File: src/rtl/load_store_unit_if.sv
// Execute-side request/response and data-memory req/ack signals of the load/store unit.
// slave is the unit's view; master is the view of whoever drives execute and memory.
interface load_store_unit_if;
    logic        Start;
    logic        MemWrite;
    logic [31:0] ALUResult;
    logic [31:0] WriteData;
    logic [2:0]  Funct3;
    logic        MemReq;
    logic        MemWe;
    logic [31:0] MemAddr;
    logic [3:0]  MemWStrb;
    logic [31:0] MemWData;
    logic [31:0] MemRData;
    logic        MemAck;
    logic [31:0] ReadData;
    logic        Done;
    logic        Error;
    logic        Busy;

    modport slave (
        input  Start, MemWrite, ALUResult, WriteData, Funct3, MemRData, MemAck,
        output MemReq, MemWe, MemAddr, MemWStrb, MemWData, ReadData, Done, Error, Busy
    );

    modport master (
        output Start, MemWrite, ALUResult, WriteData, Funct3, MemRData, MemAck,
        input  MemReq, MemWe, MemAddr, MemWStrb, MemWData, ReadData, Done, Error, Busy
    );
endinterface

File: src/rtl/load_store_unit.sv
// RV32I load/store stage: drives a req/ack memory port and returns extended load data.
// Start-to-Done is 2 cycles with no wait states (1 on error); Busy holds upstream until Done.
module load_store_unit #(
    parameter int TIMEOUT_CYCLES = 16,
    parameter int CNT_W          = 5
) (
    input  logic                  clk,
    input  logic                  rst_n,
    load_store_unit_if.slave      bus
);
    typedef enum logic [1:0] {IDLE, REQ, RESP} state_t;

    state_t      state, state_nxt;
    logic [CNT_W-1:0] cnt, cnt_nxt;
    logic        mem_req, mem_req_nxt;
    logic        mem_we, mem_we_nxt;
    logic [31:0] mem_addr, mem_addr_nxt;
    logic [3:0]  mem_strb, mem_strb_nxt;
    logic [31:0] mem_wdata, mem_wdata_nxt;
    logic [31:0] read_data, read_data_nxt;
    logic        done, done_nxt;
    logic        error, error_nxt;
    logic        is_load, is_load_nxt;
    logic [2:0]  f3, f3_nxt;
    logic [1:0]  off, off_nxt;

    logic        legal;
    logic        aligned;
    logic [3:0]  st_strb;
    logic [31:0] st_data;
    logic [31:0] lane;
    logic [15:0] half;
    logic [31:0] ld_data;

    // Decode of the incoming request, only meaningful while Start is sampled in IDLE
    always_comb begin
        legal   = 1'b0;
        aligned = 1'b1;
        st_strb = 4'b1111;
        st_data = bus.WriteData;
        if (bus.MemWrite)
            legal = (bus.Funct3 == 3'b000) || (bus.Funct3 == 3'b001) || (bus.Funct3 == 3'b010);
        else
            legal = (bus.Funct3 == 3'b000) || (bus.Funct3 == 3'b001) || (bus.Funct3 == 3'b010) ||
                    (bus.Funct3 == 3'b100) || (bus.Funct3 == 3'b101);
        case (bus.Funct3[1:0])
            2'b00: begin
                st_strb = 4'b0001 << bus.ALUResult[1:0];
                st_data = {4{bus.WriteData[7:0]}};
            end
            2'b01: begin
                aligned = ~bus.ALUResult[0];
                st_strb = bus.ALUResult[1] ? 4'b1100 : 4'b0011;
                st_data = {2{bus.WriteData[15:0]}};
            end
            default: begin
                aligned = (bus.ALUResult[1:0] == 2'b00);
                st_strb = 4'b1111;
                st_data = bus.WriteData;
            end
        endcase
    end

    always_comb begin
        lane = bus.MemRData >> {off, 3'b000};
        half = off[1] ? bus.MemRData[31:16] : bus.MemRData[15:0];
        case (f3)
            3'b000:  ld_data = {{24{lane[7]}}, lane[7:0]};
            3'b001:  ld_data = {{16{half[15]}}, half};
            3'b100:  ld_data = {24'd0, lane[7:0]};
            3'b101:  ld_data = {16'd0, half};
            default: ld_data = bus.MemRData;
        endcase
    end

    always_comb begin
        state_nxt     = state;
        cnt_nxt       = cnt;
        mem_req_nxt   = mem_req;
        mem_we_nxt    = mem_we;
        mem_addr_nxt  = mem_addr;
        mem_strb_nxt  = mem_strb;
        mem_wdata_nxt = mem_wdata;
        read_data_nxt = read_data;
        done_nxt      = done;
        error_nxt     = error;
        is_load_nxt   = is_load;
        f3_nxt        = f3;
        off_nxt       = off;
        case (state)
            IDLE: begin
                if (bus.Start) begin
                    is_load_nxt = ~bus.MemWrite;
                    f3_nxt      = bus.Funct3;
                    off_nxt     = bus.ALUResult[1:0];
                    if (legal && aligned) begin
                        state_nxt     = REQ;
                        cnt_nxt       = '0;
                        mem_req_nxt   = 1'b1;
                        mem_we_nxt    = bus.MemWrite;
                        mem_addr_nxt  = {bus.ALUResult[31:2], 2'b00};
                        mem_strb_nxt  = bus.MemWrite ? st_strb : 4'b0000;
                        mem_wdata_nxt = st_data;
                    end else begin
                        state_nxt = RESP;
                        done_nxt  = 1'b1;
                        error_nxt = 1'b1;
                    end
                end
            end
            REQ: begin
                if (bus.MemAck) begin
                    state_nxt   = RESP;
                    cnt_nxt     = '0;
                    mem_req_nxt = 1'b0;
                    mem_we_nxt  = 1'b0;
                    done_nxt    = 1'b1;
                    error_nxt   = 1'b0;
                    if (is_load)
                        read_data_nxt = ld_data;
                end else if (cnt == CNT_W'(TIMEOUT_CYCLES - 1)) begin
                    state_nxt   = RESP;
                    cnt_nxt     = '0;
                    mem_req_nxt = 1'b0;
                    mem_we_nxt  = 1'b0;
                    done_nxt    = 1'b1;
                    error_nxt   = 1'b1;
                end else begin
                    cnt_nxt = cnt + 1'b1;
                end
            end
            RESP: begin
                state_nxt = IDLE;
                done_nxt  = 1'b0;
                error_nxt = 1'b0;
            end
            default: state_nxt = IDLE;
        endcase
    end

    always_ff @(posedge clk or negedge rst_n) begin
        if (!rst_n) begin
            state     <= IDLE;
            cnt       <= '0;
            mem_req   <= 1'b0;
            mem_we    <= 1'b0;
            mem_addr  <= '0;
            mem_strb  <= '0;
            mem_wdata <= '0;
            read_data <= '0;
            done      <= 1'b0;
            error     <= 1'b0;
            is_load   <= 1'b0;
            f3        <= '0;
            off       <= '0;
        end else begin
            state     <= state_nxt;
            cnt       <= cnt_nxt;
            mem_req   <= mem_req_nxt;
            mem_we    <= mem_we_nxt;
            mem_addr  <= mem_addr_nxt;
            mem_strb  <= mem_strb_nxt;
            mem_wdata <= mem_wdata_nxt;
            read_data <= read_data_nxt;
            done      <= done_nxt;
            error     <= error_nxt;
            is_load   <= is_load_nxt;
            f3        <= f3_nxt;
            off       <= off_nxt;
        end
    end

    assign bus.MemReq   = mem_req;
    assign bus.MemWe    = mem_we;
    assign bus.MemAddr  = mem_addr;
    assign bus.MemWStrb = mem_strb;
    assign bus.MemWData = mem_wdata;
    assign bus.ReadData = read_data;
    assign bus.Done     = done;
    assign bus.Error    = error;
    assign bus.Busy     = (state != IDLE);
endmodule

File: src/flat_wrapper.sv
// flat-port wrapper written by rule: the top's interface ports become plain ports
module load_store_unit_flat 
#(
    parameter int TIMEOUT_CYCLES = 16,
    parameter int CNT_W          = 5
)
  (clk, rst_n, bus_Start, bus_MemWrite, bus_ALUResult, bus_WriteData, bus_Funct3, bus_MemRData, bus_MemAck, bus_MemReq, bus_MemWe, bus_MemAddr, bus_MemWStrb, bus_MemWData, bus_ReadData, bus_Done, bus_Error, bus_Busy);
  load_store_unit_if bus_i ();
  input  logic clk;
  input  logic rst_n;
  input wire logic [$bits(bus_i.Start)-1:0] bus_Start;
  input wire logic [$bits(bus_i.MemWrite)-1:0] bus_MemWrite;
  input wire logic [$bits(bus_i.ALUResult)-1:0] bus_ALUResult;
  input wire logic [$bits(bus_i.WriteData)-1:0] bus_WriteData;
  input wire logic [$bits(bus_i.Funct3)-1:0] bus_Funct3;
  input wire logic [$bits(bus_i.MemRData)-1:0] bus_MemRData;
  input wire logic [$bits(bus_i.MemAck)-1:0] bus_MemAck;
  output wire logic [$bits(bus_i.MemReq)-1:0] bus_MemReq;
  output wire logic [$bits(bus_i.MemWe)-1:0] bus_MemWe;
  output wire logic [$bits(bus_i.MemAddr)-1:0] bus_MemAddr;
  output wire logic [$bits(bus_i.MemWStrb)-1:0] bus_MemWStrb;
  output wire logic [$bits(bus_i.MemWData)-1:0] bus_MemWData;
  output wire logic [$bits(bus_i.ReadData)-1:0] bus_ReadData;
  output wire logic [$bits(bus_i.Done)-1:0] bus_Done;
  output wire logic [$bits(bus_i.Error)-1:0] bus_Error;
  output wire logic [$bits(bus_i.Busy)-1:0] bus_Busy;
  assign bus_i.Start = bus_Start;
  assign bus_i.MemWrite = bus_MemWrite;
  assign bus_i.ALUResult = bus_ALUResult;
  assign bus_i.WriteData = bus_WriteData;
  assign bus_i.Funct3 = bus_Funct3;
  assign bus_i.MemRData = bus_MemRData;
  assign bus_i.MemAck = bus_MemAck;
  assign bus_MemReq = bus_i.MemReq;
  assign bus_MemWe = bus_i.MemWe;
  assign bus_MemAddr = bus_i.MemAddr;
  assign bus_MemWStrb = bus_i.MemWStrb;
  assign bus_MemWData = bus_i.MemWData;
  assign bus_ReadData = bus_i.ReadData;
  assign bus_Done = bus_i.Done;
  assign bus_Error = bus_i.Error;
  assign bus_Busy = bus_i.Busy;
  load_store_unit #(.TIMEOUT_CYCLES(TIMEOUT_CYCLES), .CNT_W(CNT_W)) u_core (.clk(clk), .rst_n(rst_n), .bus(bus_i));
endmodule
File: config.mk
export PLATFORM = sky130hd
export DESIGN_NAME = load_store_unit_flat
export DESIGN_NICKNAME = d
export VERILOG_FILES = /design/src/rtl/load_store_unit_if.sv /design/src/rtl/load_store_unit.sv /design/src/flat_wrapper.sv
export SDC_FILE = /design/constraint.sdc
export NUM_CORES = 1
export LEC_CHECK = 0
export CAP_MARGIN = 20
export CORE_MARGIN = 2
export CORE_UTILIZATION = 44
export CTS_CLUSTER_DIAMETER = 60
export CTS_CLUSTER_SIZE = 20
export DETAILED_ROUTE_END_ITERATION = 7
export GPL_ROUTABILITY_DRIVEN = 0
export GPL_TIMING_DRIVEN = 0
export HOLD_SLACK_MARGIN = 0.1
export PLACE_DENSITY_LB_ADDON = 0.12
export SLEW_MARGIN = 0
export SYNTH_ARGS = -nofsm -noshare
export SYNTH_HDL_FRONTEND = slang
export SYNTH_SLANG_ARGS = --single-unit
File: constraint.sdc
create_clock -name clk -period 2.05 [get_ports clk]
set_clock_uncertainty 0.1 [all_clocks]
set_input_delay 0.5125 -clock clk [delete_from_list [all_inputs] [get_ports clk]]
set_output_delay 0.5125 -clock clk [all_outputs]
set_load 0.01 [all_outputs]
# Word-level counts from Yosys, hierarchy flattened
# Cells that the tools add are included.
totals:
  ff_bits: 115
  latchBits: 0
  ram_bits: 0
  mem_bits_ro: 0
  out_inout_bits: 105
  elab_cells: 86
  mem_count: 0
op_classes:
  n_addsub: 1
  multipliers: 0
  div: 0
  magnitude_cmp: 0
  eq_ne: 15
  shift: 2
  muxes: 33
  n_bitwise: 2
  reduce_logical: 20
op_table:
  columns: ["operator", "n"]
  rows:
  - ["one-hot mux 32 bit (4 select lines)", 1]
  - ["one-hot mux 32 bit (2 select lines)", 1]
  - [">> shifter 32 x 5 -> 8 bit", 1]
  - ["2-to-1 mux 5 bit", 4]
  - ["2-to-1 mux 16 bit", 1]
  - ["== test 3 bit, second input constant", 4]
  - ["2-to-1 mux 1 bit", 12]
  - ["one-hot mux 5 bit (2 select lines)", 1]
  - ["AND reduction 3 bit", 3]
  - ["2-to-1 mux 2 bit", 4]
  - ["2-to-1 mux 4 bit", 2]
  - ["one-hot mux 4 bit (2 select lines)", 1]
  - ["AND reduction 4 bit", 2]
  - ["== test 3 x 1 -> 1 bit, second input constant", 2]
  - ["zero test 2 bit", 3]
  - ["zero test 3 bit", 2]
  - ["one-hot mux 1 bit (2 select lines)", 3]
  - ["one-hot mux 1 bit (3 select lines)", 2]
  - ["adder 5 x 1 -> 5 bit, second input constant", 1]
  - ["== test 5 x 4 -> 1 bit, second input constant", 1]
  - ["== test 2 x 1 -> 1 bit, second input constant", 2]
  - ["logical OR 1 bit", 4]
  - ["!= test 2 bit, second input constant", 2]
  - ["one-hot mux 2 bit (2 select lines)", 1]
  - ["10 further kinds", 13]

# Longest topological paths before layout
depth:
  depth_word: 10
  ltp_mapped: 8
  mapped_depth_nobuf: 5

# Worst setup path after synthesis
# No wires, ideal clock.
synth_path:
  path_type: "in2reg"
  from: "input port bus_MemRData[15]"
  to: "register u_core.read_data[15], in the netlist u_core.bus.ReadData[15]"
  setup_ns: 0.150
  arrival_ns: 1.703
  setup_slack_ns: 0.097
  stages: 3
  path_buffers: 0
  cell_sequence: "mux4_1 a211oi_1 a21oi_1"
synth_between:
  elab_chain_cells: 2
  word_cells_on_any_way: 3
  cone_classes: "shift: 1; mux: 2"
synth_lines:
  columns: ["item", "line_no", "rtl"]
  rows:
  - ["start: declaration", "flat_wrapper.sv:16", "input wire logic [$bits(bus_i.MemRData)-1:0] bus_MemRData;"]
  - [">> shifter 32 x 5 -> 8 bit / 2-to-1 mux 16 bit (equally long branches)", "load_store_unit.sv:65, load_store_unit.sv:66", null]
  - ["one-hot mux 32 bit (4 select lines) (*)", "load_store_unit.sv:67", "case (f3)"]
  - ["end signal: assignment", "load_store_unit.sv:164", "read_data <= read_data_nxt;"]
  - ["end: declaration", "load_store_unit.sv:20", "logic [31:0] read_data, read_data_nxt;"]
# Every way passes the cells marked *; elsewhere a longest branch is shown, timed or not.
# A chain may end at the register's enable or synchronous reset.

# Final worst setup path
layout_path:
  from: "input port bus_Funct3[2]"
  to: "register u_core.mem_addr[9], in the netlist u_core.bus.MemAddr[9]"
layout_between:
  elab_chain_cells: 8
  word_cells_on_any_way: 12
  cone_classes: "eq/ne: 4; mux: 1; reduce/logical: 7"
layout_lines:
  columns: ["item", "line_no", "rtl"]
  rows:
  - ["start: declaration", "flat_wrapper.sv:15", "input wire logic [$bits(bus_i.Funct3)-1:0] bus_Funct3;"]
  - ["== test 3 x 1 -> 1 bit / zero test 3 bit (equally long branches)", "load_store_unit.sv:42, load_store_unit.sv:44", null]
  - ["logical OR 1 bit (2 in series)", "load_store_unit.sv:42, load_store_unit.sv:44", null]
  - ["logical OR 1 bit", "load_store_unit.sv:44", "legal = (bus.Funct3 == 3'b000) || (bus.Funct3 == 3'b001) || (bus.Funct3 == 3'b010) ||"]
  - ["logical OR 1 bit", "load_store_unit.sv:45", "(bus.Funct3 == 3'b100) || (bus.Funct3 == 3'b101);"]
  - ["2-to-1 mux 1 bit (*)", "load_store_unit.sv:41", "if (bus.MemWrite)"]
  - ["logical AND 1 bit (*)", "load_store_unit.sv:96", "if (legal && aligned) begin"]
  - ["AND reduction 3 bit (no line) (*)", null, null]
  - ["end signal: assignment", "load_store_unit.sv:161", "mem_addr <= mem_addr_nxt;"]
  - ["end: declaration", "load_store_unit.sv:17", "logic [31:0] mem_addr, mem_addr_nxt;"]
# Marked as above.

==> impl_metrics.py <==
metrics = {
    "die": {
        "dieWidth_um": 116,
        "fp.coreArea_mm2": 0.0121,
        "rows": 40,
        "io_pins": 209,
        "dieHeight_um": 116,
        "die_area_mm2": 0.0134,
        "initial_core_util": 0.453,
    },
    "cells_and_area": {
        "fin_nets": 832,
        "finalInstanceArea_mm2": 0.00858,
        "utilization": 0.708,
        "antennaDiodeCount": 0,
        "syn2layout_area_growth_pct": 56.3,
        "drive_gt1_frac": 0.173,
    },
    "clock_network": {
        "cts_tree": "done",
        "cts_sinks": 115,
        "clkLatencyLatePin_ns": 0.41,
        "cts-root-buf": "clkbuf_16",
        "clk_pin_slew_ns": 0.05,
        "cts-htree-levels": 4,
        "cts_max_path_buffers": 2,
        "cts_made_buffers": 17,
    },
    "drt": {
        "drt_iter0_markers": 254,
        "wl_per_cell_um": 17.9,
        "avgViaCountPerCell": 5.20,
        "vias": 4720,
        "drtAntennaViolNets": 0,
        "drt-pass1-iter-count": 4,
        "routed_wl_um": 16300,
        "drc_errors": 0,
    },
    "critical_path": {
        "rr_startpoint": "u_core.state[0]$_DFFE_PN0P_",
        "endpoint_kind": "flop",
        "start_kind": "input pin",
        "reg2reg_setup_slack_ns": 0.12,
        "worstSetupPathType": "input pin to flop",
        "timing.rr.end": "u_core.bus.MemAddr[9]$_DFFE_PN0P_",
        "required_ns": 2.24,
        "cp_data_arrival_time_ns": 2.19,
        "worst-r2r-cell-count": 6,
        "path_max_fanout": 6,
    },
    "synth": {
        "synth-seq-cells": 115,
        "seq_area_frac_synth": 0.524,
        "syn_avg_cell_area_um2": 11.2,
        "synth_edf_count": 0,
        "synth_warnings": 0,
        "synthDistinctLibCells": 45,
        "syn_inst": 492,
        "async_flop_share": 1.00,
        "synth-main-ff-cell": "dfrtp_1",
        "syn_area_mm2": 0.00549,
    },
    "placed_design": {
        "hpwl_um": 11600,
        "placed_area_mm2": 0.00778,
        "numPortBuffers": 205,
    },
    "timing": {
        "post-route-period-util": 0.974,
        "setup_viol": 0,
        "fin_crit_ns": 2.00,
        "fmax_mhz": 501,
        "worstMarginPinSlew_ns": 0.687,
        "slew_headroom": 0.542,
        "slew_violations": 0,
        "hold_viol": 0,
        "fin_setup_tns_ns": 0,
    },
    "worst_hold_path": {
        "hp-start": "u_core.bus.MemWData[9]$_DFFE_PN0P_",
        "hold_depth": 2,
        "holdCritPathClass": "flop to flop",
        "hold_path_end": "u_core.bus.MemWData[9]$_DFFE_PN0P_",
    },
    "global_route": {
        "antenna_found_initial": 0,
        "track_usage": 0.247,
        "grt_max_degree": 79,
        "grt.overflow.total": 0,
        "grt_pass1_wl_um": 25100,
        "grt_pass1_vias": 4827,
    },
    "pwr": {
        "p_leak_nw": 3.86,
        "powerDensity_mw_per_mm2": 1260,
        "vdd_drop_max_mv": 0.787,
    },
    "run": {
        "cap_violations": 0,
    },
    "outcome": {
        "outcome": "finished, final reports clean",
    },
}
## routing by layer
layer | track usage | wire length, µm
met1 | 0.305 | 6620
met2 | 0.402 | 7950
met3 | 0.0821 | 1370
met4 | 0.0992 | 323
met5 | 0 | 0
## cells in the final DEF, fill, tap and decap left out, types with 2 or more instances in the layout
master | netlist | final
o31ai_1 | 3 | 2
mux2_2 | 13 | 13
nor3_1 | 2 | 2
clkbuf_8 | 0 | 5
nor3b_1 | 8 | 8
a21o_1 | 2 | 2
clkbuf_2 | 0 | 7
mux2_4 | 38 | 38
buf_8 | 0 | 2
buf_6 | 7 | 6
mux2i_1 | 27 | 27
o21ai_0 | 27 | 26
a21oi_1 | 19 | 19
buf_16 | 0 | 2
dlygate4sd2_1 | 0 | 2
nor2_1 | 26 | 25
a211oi_1 | 4 | 2
o21ai_1 | 23 | 24
a22o_1 | 8 | 8
nand2_1 | 56 | 56
clkbuf_16 | 0 | 18
buf_12 | 0 | 4
clkinv_2 | 0 | 5
or3_1 | 9 | 9
clkdlybuf4s50_1 | 0 | 201
nand3_1 | 35 | 35
dfrtp_1 | 115 | 114
conb_1 | 1 | 2
inv_1 | 7 | 7
o21a_1 | 2 | 2
buf_4 | 3 | 9
clkbuf_1 | 21 | 14
a311oi_1 | 7 | 7
buf_2 | 6 | 6
nor2b_1 | 4 | 4
## worst max path at each step
stage / end / cells past startpoint / startpoint
CTS: bus_Busy / 3 / u_core.state[0]$_DFFE_PN0P_
global route: u_core.bus.ReadData[21]$_DFFE_PN0P_ / 7 / bus_MemAck
detailed placement: u_core.bus.ReadData[9]$_DFFE_PN0P_ / 4 / bus_MemRData[31]
floorplan: u_core.bus.ReadData[15]$_DFFE_PN0P_ / 3 / bus_MemRData[15]
finish: u_core.bus.MemAddr[9]$_DFFE_PN0P_ / 6 / bus_Funct3[2]
global placement: u_core.bus.MemAddr[7]$_DFFE_PN0P_ / 1 / rst_n
## critical path: stages
cell and delay (ns):
clkdlybuf4s50_1 0.54, a221oi_4 0.38, o21bai_4 0.14, buf_12 0.17, clkbuf_16 0.16, mux2_4 0.29
## state kept, by name, summed over array words and instances, names as in the netlist, 2 cells and up
name                 count
u_core.bus.ReadData     32
u_core.bus.MemAddr      30
u_core.bus.MemWData     32
u_core.off               2
u_core.cnt               5
u_core.bus.MemWStrb      4
u_core.state             2
u_core.f3                3
## logic make-up after synthesis
logic type,Yosys count,share of synthesized area
simple gates,149,0.129
flops,115,0.524
fa+ha+maj,1,0.00228
mux,79,0.185
other cells,1,0.000683
compound gates,102,0.115
buf+inv,45,0.0438
## cell usage after synthesis (3+ instances only)
cell type    n  area share
o21ai_1     23       0.021
o21ai_0     27       0.025
mux2_2      13       0.027
nand3_1     35       0.032
or3_1        9       0.010
nor3b_1      8       0.011
clkbuf_1    21       0.014
buf_4        3      0.0041
mux2_4      38        0.10
a22o_1       8       0.013
buf_2        6      0.0055
nor2_1      26       0.018
inv_1        7      0.0048
nor2b_1      4      0.0046
o31ai_1      3      0.0041
nand2_1     56       0.038
a311oi_1     7       0.011
a211oi_1     4      0.0055
a21oi_1     19       0.017
dfrtp_1    115        0.52
mux2i_1     27       0.049
buf_6        7       0.014
## cell type report
cell class	count	area, µm²
Fill cell	902	3530
Sequential cell	115	2880
Multi-Input combinational cell	333	2420
Timing Repair Buffer	218	2240
Clock buffer	26	509
Buffer	35	259
Tap cell	168	210
Inverter	7	26.3
Clock inverter	5	25.0
## where the power goes
part | leakage [nW] | switching, mW | internal [mW]
Clock | 0.270 | 0.982 | 1.68
Combinational | 2.17 | 1.78 | 2.63
Sequential | 1.42 | 0.566 | 3.19
Total | 3.86 | 3.33 | 7.50
## through the flow
stage	hold WS, ns	worst slack, ns	std cells	power, mW
5_1_grt	0.396	-0.0159	907	11.4
6_report	0.383	0.0538	907	10.8
2_1_floorplan	0.117	0.0969	493	5.60
3_3_place_gp	0.366	-4.03	866	7.98
3_5_place_dp	0.339	-0.730	867	8.08
4_1_cts	0.385	0.000940	904	10.9
## timing repair
| item | CTS | global route |
|---|---|---|
| hold endpoints to repair | 37 | 0 |
| resized for setup | 31 | 18 |
| hold buffers | 1 | 0 |
| pin swaps | 4 | 0 |
| setup endpoints to repair | 93 | 80 |
| setup buffers | 5 | 3 |
| gates cloned | 2 | 1 |
Power figures use the tool's default switching activity.
